==> src/rtl/date_pkg.sv <==
// Shared definitions for the calendar controller: field select codes,
// FSM state encoding, BCD constants and BCD arithmetic helpers.
package date_pkg;

    localparam logic [3:0] SEL_DAY   = 4'd4;
    localparam logic [3:0] SEL_MONTH = 4'd5;
    localparam logic [3:0] SEL_YEAR  = 4'd6;

    localparam logic [4:0]  MONTH_DEC = 5'h12;
    localparam logic [15:0] YEAR_MAX  = 16'h9999;

    typedef enum logic [1:0] {
        ST_IDLE,
        ST_UPDATE,
        ST_CLAMP
    } state_t;

    // Two-digit BCD day increment; callers never pass 39.
    function automatic logic [5:0] day_inc(input logic [5:0] d);
        return (d[3:0] == 4'd9) ? {d[5:4] + 2'd1, 4'd0} : {d[5:4], d[3:0] + 4'd1};
    endfunction

    // Two-digit BCD month increment; callers never pass 19.
    function automatic logic [4:0] month_inc(input logic [4:0] m);
        return (m[3:0] == 4'd9) ? 5'h10 : {m[4], m[3:0] + 4'd1};
    endfunction

    // Four-digit BCD year increment with ripple carry, 9999 wraps to 0000.
    function automatic logic [15:0] year_inc(input logic [15:0] y);
        logic [15:0] r;
        logic        c;
        r = y;
        c = 1'b1;
        if (y == YEAR_MAX) return 16'h0000;
        for (int i = 0; i < 4; i++) begin
            if (c) begin
                if (r[4*i +: 4] == 4'd9) begin
                    r[4*i +: 4] = 4'd0;
                end else begin
                    r[4*i +: 4] = r[4*i +: 4] + 4'd1;
                    c = 1'b0;
                end
            end
        end
        return r;
    endfunction

    // Divisibility by 4 of a two-digit BCD value, evaluated on the digits.
    function automatic logic bcd_div4(input logic [7:0] v);
        if (v[4]) return (v[3:0] == 4'd2) || (v[3:0] == 4'd6);
        else      return (v[3:0] == 4'd0) || (v[3:0] == 4'd4) || (v[3:0] == 4'd8);
    endfunction

    // Gregorian leap rule: centuries fall back to testing the high digits.
    function automatic logic is_leap(input logic [7:0] yl, input logic [7:0] yh);
        return (yl != 8'h00) ? bcd_div4(yl) : bcd_div4(yh);
    endfunction

endpackage

==> src/rtl/date_ctrl_if.sv <==
// Calendar controller signal bundle: control inputs from the clock top
// level and the BCD date outputs it displays.
interface date_ctrl_if;
    logic       day_carry;
    logic       adjust;
    logic [3:0] select;
    logic       add_n;
    logic [5:0] day;
    logic [4:0] month;
    logic [7:0] year_l;
    logic [7:0] year_h;
    logic       leap;
    logic       busy;

    modport master (
        output day_carry, adjust, select, add_n,
        input  day, month, year_l, year_h, leap, busy
    );

    modport slave (
        input  day_carry, adjust, select, add_n,
        output day, month, year_l, year_h, leap, busy
    );
endinterface

==> src/rtl/date_dim_lut.sv <==
// Days-in-month lookup: BCD month plus leap flag to BCD day count.
module date_dim_lut
    import date_pkg::*;
(
    input  logic [4:0] month,
    input  logic       leap,
    output logic [5:0] dim
);

    // Month length table; unknown month codes fall back to 31.
    always_comb begin
        // NOTE: dim gets a value before the case so no path can leave it unassigned and infer a latch.
        dim = 6'h31;
        case (month)
            5'h02:                      dim = leap ? 6'h29 : 6'h28;
            5'h04, 5'h06, 5'h09, 5'h11: dim = 6'h30;
            default:                    dim = 6'h31;
        endcase
    end

endmodule

==> src/rtl/date_ctrl.sv <==
// Calendar controller: advances the BCD date on day rollover in run mode
// and increments the selected field on debounced key presses in adjust mode.
module date_ctrl
    import date_pkg::*;
#(
    parameter int unsigned DEBOUNCE_CYC = 500000,
    parameter logic [5:0]  RST_DAY      = 6'h01,
    parameter logic [4:0]  RST_MONTH    = 5'h01,
    parameter logic [15:0] RST_YEAR     = 16'h2000
) (
    input  logic        clk,
    input  logic        clr,
    date_ctrl_if.slave  bus
);

    localparam int               CNT_W    = $clog2(DEBOUNCE_CYC);
    localparam logic [CNT_W-1:0] CNT_LAST = CNT_W'(DEBOUNCE_CYC - 1);
    localparam logic [CNT_W-1:0] CNT_PREV = CNT_W'(DEBOUNCE_CYC - 2);

    logic [1:0]       sync;
    logic [CNT_W-1:0] cnt;
    logic             press;

    state_t      state;
    logic        carry_pend;
    logic        op_adj;
    logic [3:0]  op_sel;
    logic [5:0]  day_q;
    logic [4:0]  month_q;
    logic [15:0] year_q;

    logic        leap;
    logic [5:0]  dim;
    logic        sel_valid;
    logic        carry_set;

    assign leap      = is_leap(year_q[7:0], year_q[15:8]);
    assign sel_valid = (bus.select == SEL_DAY) || (bus.select == SEL_MONTH) ||
                       (bus.select == SEL_YEAR);
    assign carry_set = bus.day_carry && !bus.adjust;

    date_dim_lut u_dim (
        .month (month_q),
        .leap  (leap),
        .dim   (dim)
    );

    // Key path: two-flop synchronizer, then a saturating stable-low counter
    // that emits one press pulse as it reaches its last count.
    always_ff @(posedge clk) begin
        // NOTE: sequential state uses non-blocking assignments so every flop samples pre-edge values.
        if (!clr) begin
            sync  <= 2'b11;
            cnt   <= '0;
            press <= 1'b0;
        end else begin
            sync  <= {sync[0], bus.add_n};
            press <= 1'b0;
            if (sync[1]) begin
                cnt <= '0;
            end else if (cnt != CNT_LAST) begin
                cnt   <= cnt + 1'b1;
                press <= (cnt == CNT_PREV);
            end
        end
    end

    // Date sequencer: IDLE picks up a press or pending carry, UPDATE applies
    // the advance or field increment, CLAMP trims the day to the month length.
    always_ff @(posedge clk) begin
        if (!clr) begin
            state      <= ST_IDLE;
            carry_pend <= 1'b0;
            op_adj     <= 1'b0;
            op_sel     <= 4'd0;
            day_q      <= RST_DAY;
            month_q    <= RST_MONTH;
            year_q     <= RST_YEAR;
        end else begin
            if (carry_set) carry_pend <= 1'b1;
            unique case (state)
                ST_IDLE: begin
                    if (press && bus.adjust && sel_valid) begin
                        state  <= ST_UPDATE;
                        op_adj <= 1'b1;
                        op_sel <= bus.select;
                    end else if (carry_pend) begin
                        state  <= ST_UPDATE;
                        op_adj <= 1'b0;
                    end
                end
                ST_UPDATE: begin
                    if (op_adj) begin
                        state <= ST_CLAMP;
                        case (op_sel)
                            SEL_DAY:   day_q   <= (day_q >= dim) ? 6'h01 : day_inc(day_q);
                            SEL_MONTH: month_q <= (month_q >= MONTH_DEC) ? 5'h01 : month_inc(month_q);
                            SEL_YEAR:  year_q  <= year_inc(year_q);
                            default:   ;
                        endcase
                    end else begin
                        state <= ST_IDLE;
                        // A carry arriving in this very cycle stays pending.
                        carry_pend <= carry_set;
                        if (day_q < dim) begin
                            day_q <= day_inc(day_q);
                        end else begin
                            day_q <= 6'h01;
                            if (month_q < MONTH_DEC) begin
                                month_q <= month_inc(month_q);
                            end else begin
                                month_q <= 5'h01;
                                year_q  <= year_inc(year_q);
                            end
                        end
                    end
                end
                ST_CLAMP: begin
                    state <= ST_IDLE;
                    if (day_q > dim) day_q <= dim;
                end
                default: state <= ST_IDLE;
            endcase
        end
    end

    assign bus.day    = day_q;
    assign bus.month  = month_q;
    assign bus.year_l = year_q[7:0];
    assign bus.year_h = year_q[15:8];
    assign bus.leap   = leap;
    assign bus.busy   = (state != ST_IDLE);

endmodule

==> src/flat_wrapper.sv <==
// flat-port wrapper written by rule: the top's interface ports become plain ports
module date_ctrl_flat import date_pkg::*;
#(
    parameter int unsigned DEBOUNCE_CYC = 500000,
    parameter logic [5:0]  RST_DAY      = 6'h01,
    parameter logic [4:0]  RST_MONTH    = 5'h01,
    parameter logic [15:0] RST_YEAR     = 16'h2000
)
  (clk, clr, bus_day_carry, bus_adjust, bus_select, bus_add_n, bus_day, bus_month, bus_year_l, bus_year_h, bus_leap, bus_busy);
  date_ctrl_if bus_i ();
  input  logic clk;
  input  logic clr;
  input wire logic [$bits(bus_i.day_carry)-1:0] bus_day_carry;
  input wire logic [$bits(bus_i.adjust)-1:0] bus_adjust;
  input wire logic [$bits(bus_i.select)-1:0] bus_select;
  input wire logic [$bits(bus_i.add_n)-1:0] bus_add_n;
  output wire logic [$bits(bus_i.day)-1:0] bus_day;
  output wire logic [$bits(bus_i.month)-1:0] bus_month;
  output wire logic [$bits(bus_i.year_l)-1:0] bus_year_l;
  output wire logic [$bits(bus_i.year_h)-1:0] bus_year_h;
  output wire logic [$bits(bus_i.leap)-1:0] bus_leap;
  output wire logic [$bits(bus_i.busy)-1:0] bus_busy;
  assign bus_i.day_carry = bus_day_carry;
  assign bus_i.adjust = bus_adjust;
  assign bus_i.select = bus_select;
  assign bus_i.add_n = bus_add_n;
  assign bus_day = bus_i.day;
  assign bus_month = bus_i.month;
  assign bus_year_l = bus_i.year_l;
  assign bus_year_h = bus_i.year_h;
  assign bus_leap = bus_i.leap;
  assign bus_busy = bus_i.busy;
  date_ctrl #(.DEBOUNCE_CYC(DEBOUNCE_CYC), .RST_DAY(RST_DAY), .RST_MONTH(RST_MONTH), .RST_YEAR(RST_YEAR)) u_core (.clk(clk), .clr(clr), .bus(bus_i));
endmodule
==> config.mk <==
export PLATFORM = sky130hd
export DESIGN_NAME = date_ctrl_flat
export DESIGN_NICKNAME = d
export VERILOG_FILES = /design/src/rtl/date_pkg.sv /design/src/rtl/date_ctrl_if.sv /design/src/rtl/date_dim_lut.sv /design/src/rtl/date_ctrl.sv /design/src/flat_wrapper.sv
export SDC_FILE = /design/constraint.sdc
export NUM_CORES = 1
export LEC_CHECK = 0
export ABC_AREA = 1
export CAP_MARGIN = 20
export CORE_ASPECT_RATIO = 1.75
export CORE_MARGIN = 2
export CORE_UTILIZATION = 35
export CTS_BUF_LIST = sky130_fd_sc_hd__clkbuf_8
export CTS_CLUSTER_DIAMETER = 30
export DETAILED_ROUTE_END_ITERATION = 12
export PLACE_DENSITY_LB_ADDON = 0.25
export SLEW_MARGIN = 20
export SYNTH_ARGS = -nofsm -noshare
export SYNTH_HDL_FRONTEND = slang
export SYNTH_SLANG_ARGS = --single-unit
export TNS_END_PERCENT = 20
==> constraint.sdc <==
create_clock -name clk -period 4.07 [get_ports clk]
set_clock_uncertainty 0.1 [all_clocks]
set_input_delay 0.407 -clock clk [delete_from_list [all_inputs] [get_ports clk]]
set_output_delay 0.407 -clock clk [all_outputs]
set_load 0.02 [all_outputs]
==> impl_metrics.yaml <==
status:
  status: "finished, final reports clean"
synthesis:
  ys_warn_count: 0
  synth_nets: 522
  synth_cell_type_count: 41
  synthFlopType: "dfxtp_1"
  ys_seq_area_frac: 0.339
  synth-edff-count: 0
  synth-seq-cells: 57
  postSynthCellCount: 501
  synthArstFlopShare: 0
  syn_area_mm2: 0.00336
  syn_area_per_cell_um2: 6.71
cells_and_area:
  area_growth_syn_to_layout_pct: 21.3
  fin_util: 0.433
  drive_gt1_frac: 0.0944
  nNetsFinal: 567
  antenna_cells: 0
  final_common_cell: "nand2_1"
  layout_common_cells: "nand2_1, inv_1, dfxtp_1, nor2_1, a21oi_1"
timing:
  worst_slew_pin_slew_ps: 397
  slew_headroom: 0.733
  period_minus_slack_ps: 2610
  post-route-period-util: 0.642
  fmax_ghz: 0.383
  setup_viol: 0
  slew_violations: 0
  setup_tns_ps: 0
  hold_viol: 0
  rsz0062_at_grt: "false"
clock_tree:
  ctsResizeCount: 0
  ctsLongestPathBuffers: 2
  clk_latency_ps: 350
  tritoncts.num_buffers: 9
  holdBufCountCts: 0
  clk_pin_slew_worst_paths_ps: 60
  root_buffer: "clkbuf_8"
  tritoncts: "yes"
  cts_setup_buffers: 0
  cts_htree_levels: 3
  cts_num_sinks: 57
setup_path:
  worstPathMaxFanout: 6
  crit_required_ps: 3560
  cp-end-kind: "primary output"
  arrival_ps: 2110
  critical_path_class: "reg2out"
  start_kind: "flop"
routing:
  wl_per_cell_um: 12.8
  drc_errors: 0
  drt_wl_total_um: 8630
  routed_via_density: 4.94
  drt_pass1_iterations: 4
  drtIter0Drc: 185
  ant_nets: 0
  num_vias: 3327
pwr:
  powerDensity_mw_per_mm2: 293
  ir_drop_mv: 0.195
  finalPower_mw: 1.19
  p_leak_nw: 1.68
floorplanning:
  start_util: 0.357
  die_area_mm2: 0.0104
  core-area_mm2: 0.00941
  die_w_um: 78.1
  io_pins: 38
  die_h_um: 134
  rows: 47
placement:
  hpwl_um: 6620
  port_buffers: 37
  gp_congestion: 0.901
global_route:
  grt_first_pass_wirelength_um: 14300
  grt-ovfl-total: 0
  track_usage: 0.173
  grt_max_degree: 20
  grt_pass1_vias: 3151
  antenna_found_initial: 0
job:
  max_cap_violations: 0
min_path:
  hp-class: "reg2reg"
path summary, 6_finish.rpt:
kind	start	end	slack, ps	cells past startpoint
max reg2reg	u_core.year_q[4]	u_core.bus.day[3]	1560	16
min	u_core.sync[0]	u_core.sync[1]	320	1
min reg2reg	u_core.sync[0]	u_core.sync[1]	320	1
max	u_core.year_q[4]	bus_leap	1460	9
where the power goes:
part,total [mW],internal (mW),switching [mW]
clock,0.564,0.327,0.236
combinational,0.0610,0.0263,0.0348
sequential,0.569,0.563,0.00602
total,1.19,0.917,0.277
through the flow:
| stage | hold WS (ps) | cell area (µm²) | worst slack [ps] | cells |
|---|---|---|---|---|
| finish | 321 | 4080 | 1460 | 673 |
| global route | 347 | 4080 | 1210 | 673 |
| CTS | 326 | 4080 | 1430 | 673 |
| detailed placement | 305 | 3870 | 1580 | 657 |
| global placement | 305 | 3870 | 1620 | 657 |
| floorplan | 293 | 3360 | 1720 | 501 |
Yosys cell counts (2+ instances only):
| cell type | instances | area [µm²] |
|---|---|---|
| nand2_4 | 3 | 33.8 |
| dfxtp_1 | 57 | 1140 |
| or2_2 | 2 | 12.5 |
| o21ai_0 | 25 | 125 |
| nand3b_1 | 2 | 15.0 |
| o211ai_1 | 2 | 15.0 |
| nand4_1 | 15 | 93.8 |
| nor2_4 | 4 | 45.0 |
| ha_1 | 12 | 150 |
| inv_1 | 77 | 289 |
| nand3_1 | 32 | 160 |
| o2111ai_1 | 2 | 17.5 |
| nor4_1 | 5 | 31.3 |
| nor2_1 | 55 | 206 |
| buf_2 | 3 | 15.0 |
| a31oi_1 | 2 | 12.5 |
| o21ai_2 | 2 | 17.5 |
| nor2_2 | 6 | 37.5 |
| nand2_2 | 5 | 31.3 |
| nand3_2 | 2 | 20.0 |
| nor3_1 | 20 | 100 |
| a21oi_1 | 38 | 190 |
| nand2_1 | 104 | 390 |
| xor2_1 | 4 | 35.0 |
| inv_2 | 5 | 18.8 |
| a211oi_1 | 2 | 15.0 |
kinds of logic after synthesis:
logic type | after synthesis | share of synthesized area
AOI/OAI and AO/OA | 78 | 0.129
and+or+nand+nor | 260 | 0.371
DFF | 57 | 0.339
adders and majority gates | 12 | 0.0447
buffers and inverters | 89 | 0.103
xor gates and xnor gates | 5 | 0.0130
flip-flops by register name, summed over array words and instances (netlist names):
name and count:
u_core.cnt 19, u_core.year_q 16, u_core.bus.day 6, u_core.bus.month 5, u_core.op_sel 4, u_core.state 2
u_core.sync 2, u_core.carry_pend 1, u_core.op_adj 1, u_core.press 1
worst max-delay path, cell delays in order, from the launching register on:
cell and delay (ps):
dfxtp_1 360, inv_1 160, ha_1 170, nand3_1 70, nor2_1 150, inv_1 50
nand2_1 80, nand2_1 70, inv_1 50, clkdlybuf4s50_1 600
final cells by class:
type                    count  area [µm²]
clock inverters             4        42.5
well taps                 122         153
clock buffers              12         165
multi-input cells         355        1870
flip-flops and latches     57        1140
fillers                  1007        5330
inverters                  84         317
repair buffers             39         385
routing by layer:
layer  wire length (µm)  track usage  share of wire  vias up
met5                  0            0              0        -
met4                231       0.0828          0.027        0
met3                237       0.0352          0.027       18
met2               4650        0.321           0.54       47
met1               3510        0.180           0.41     1537
li1                   -            -              -     1725
Note: power is estimated with default switching activity, not from simulation.
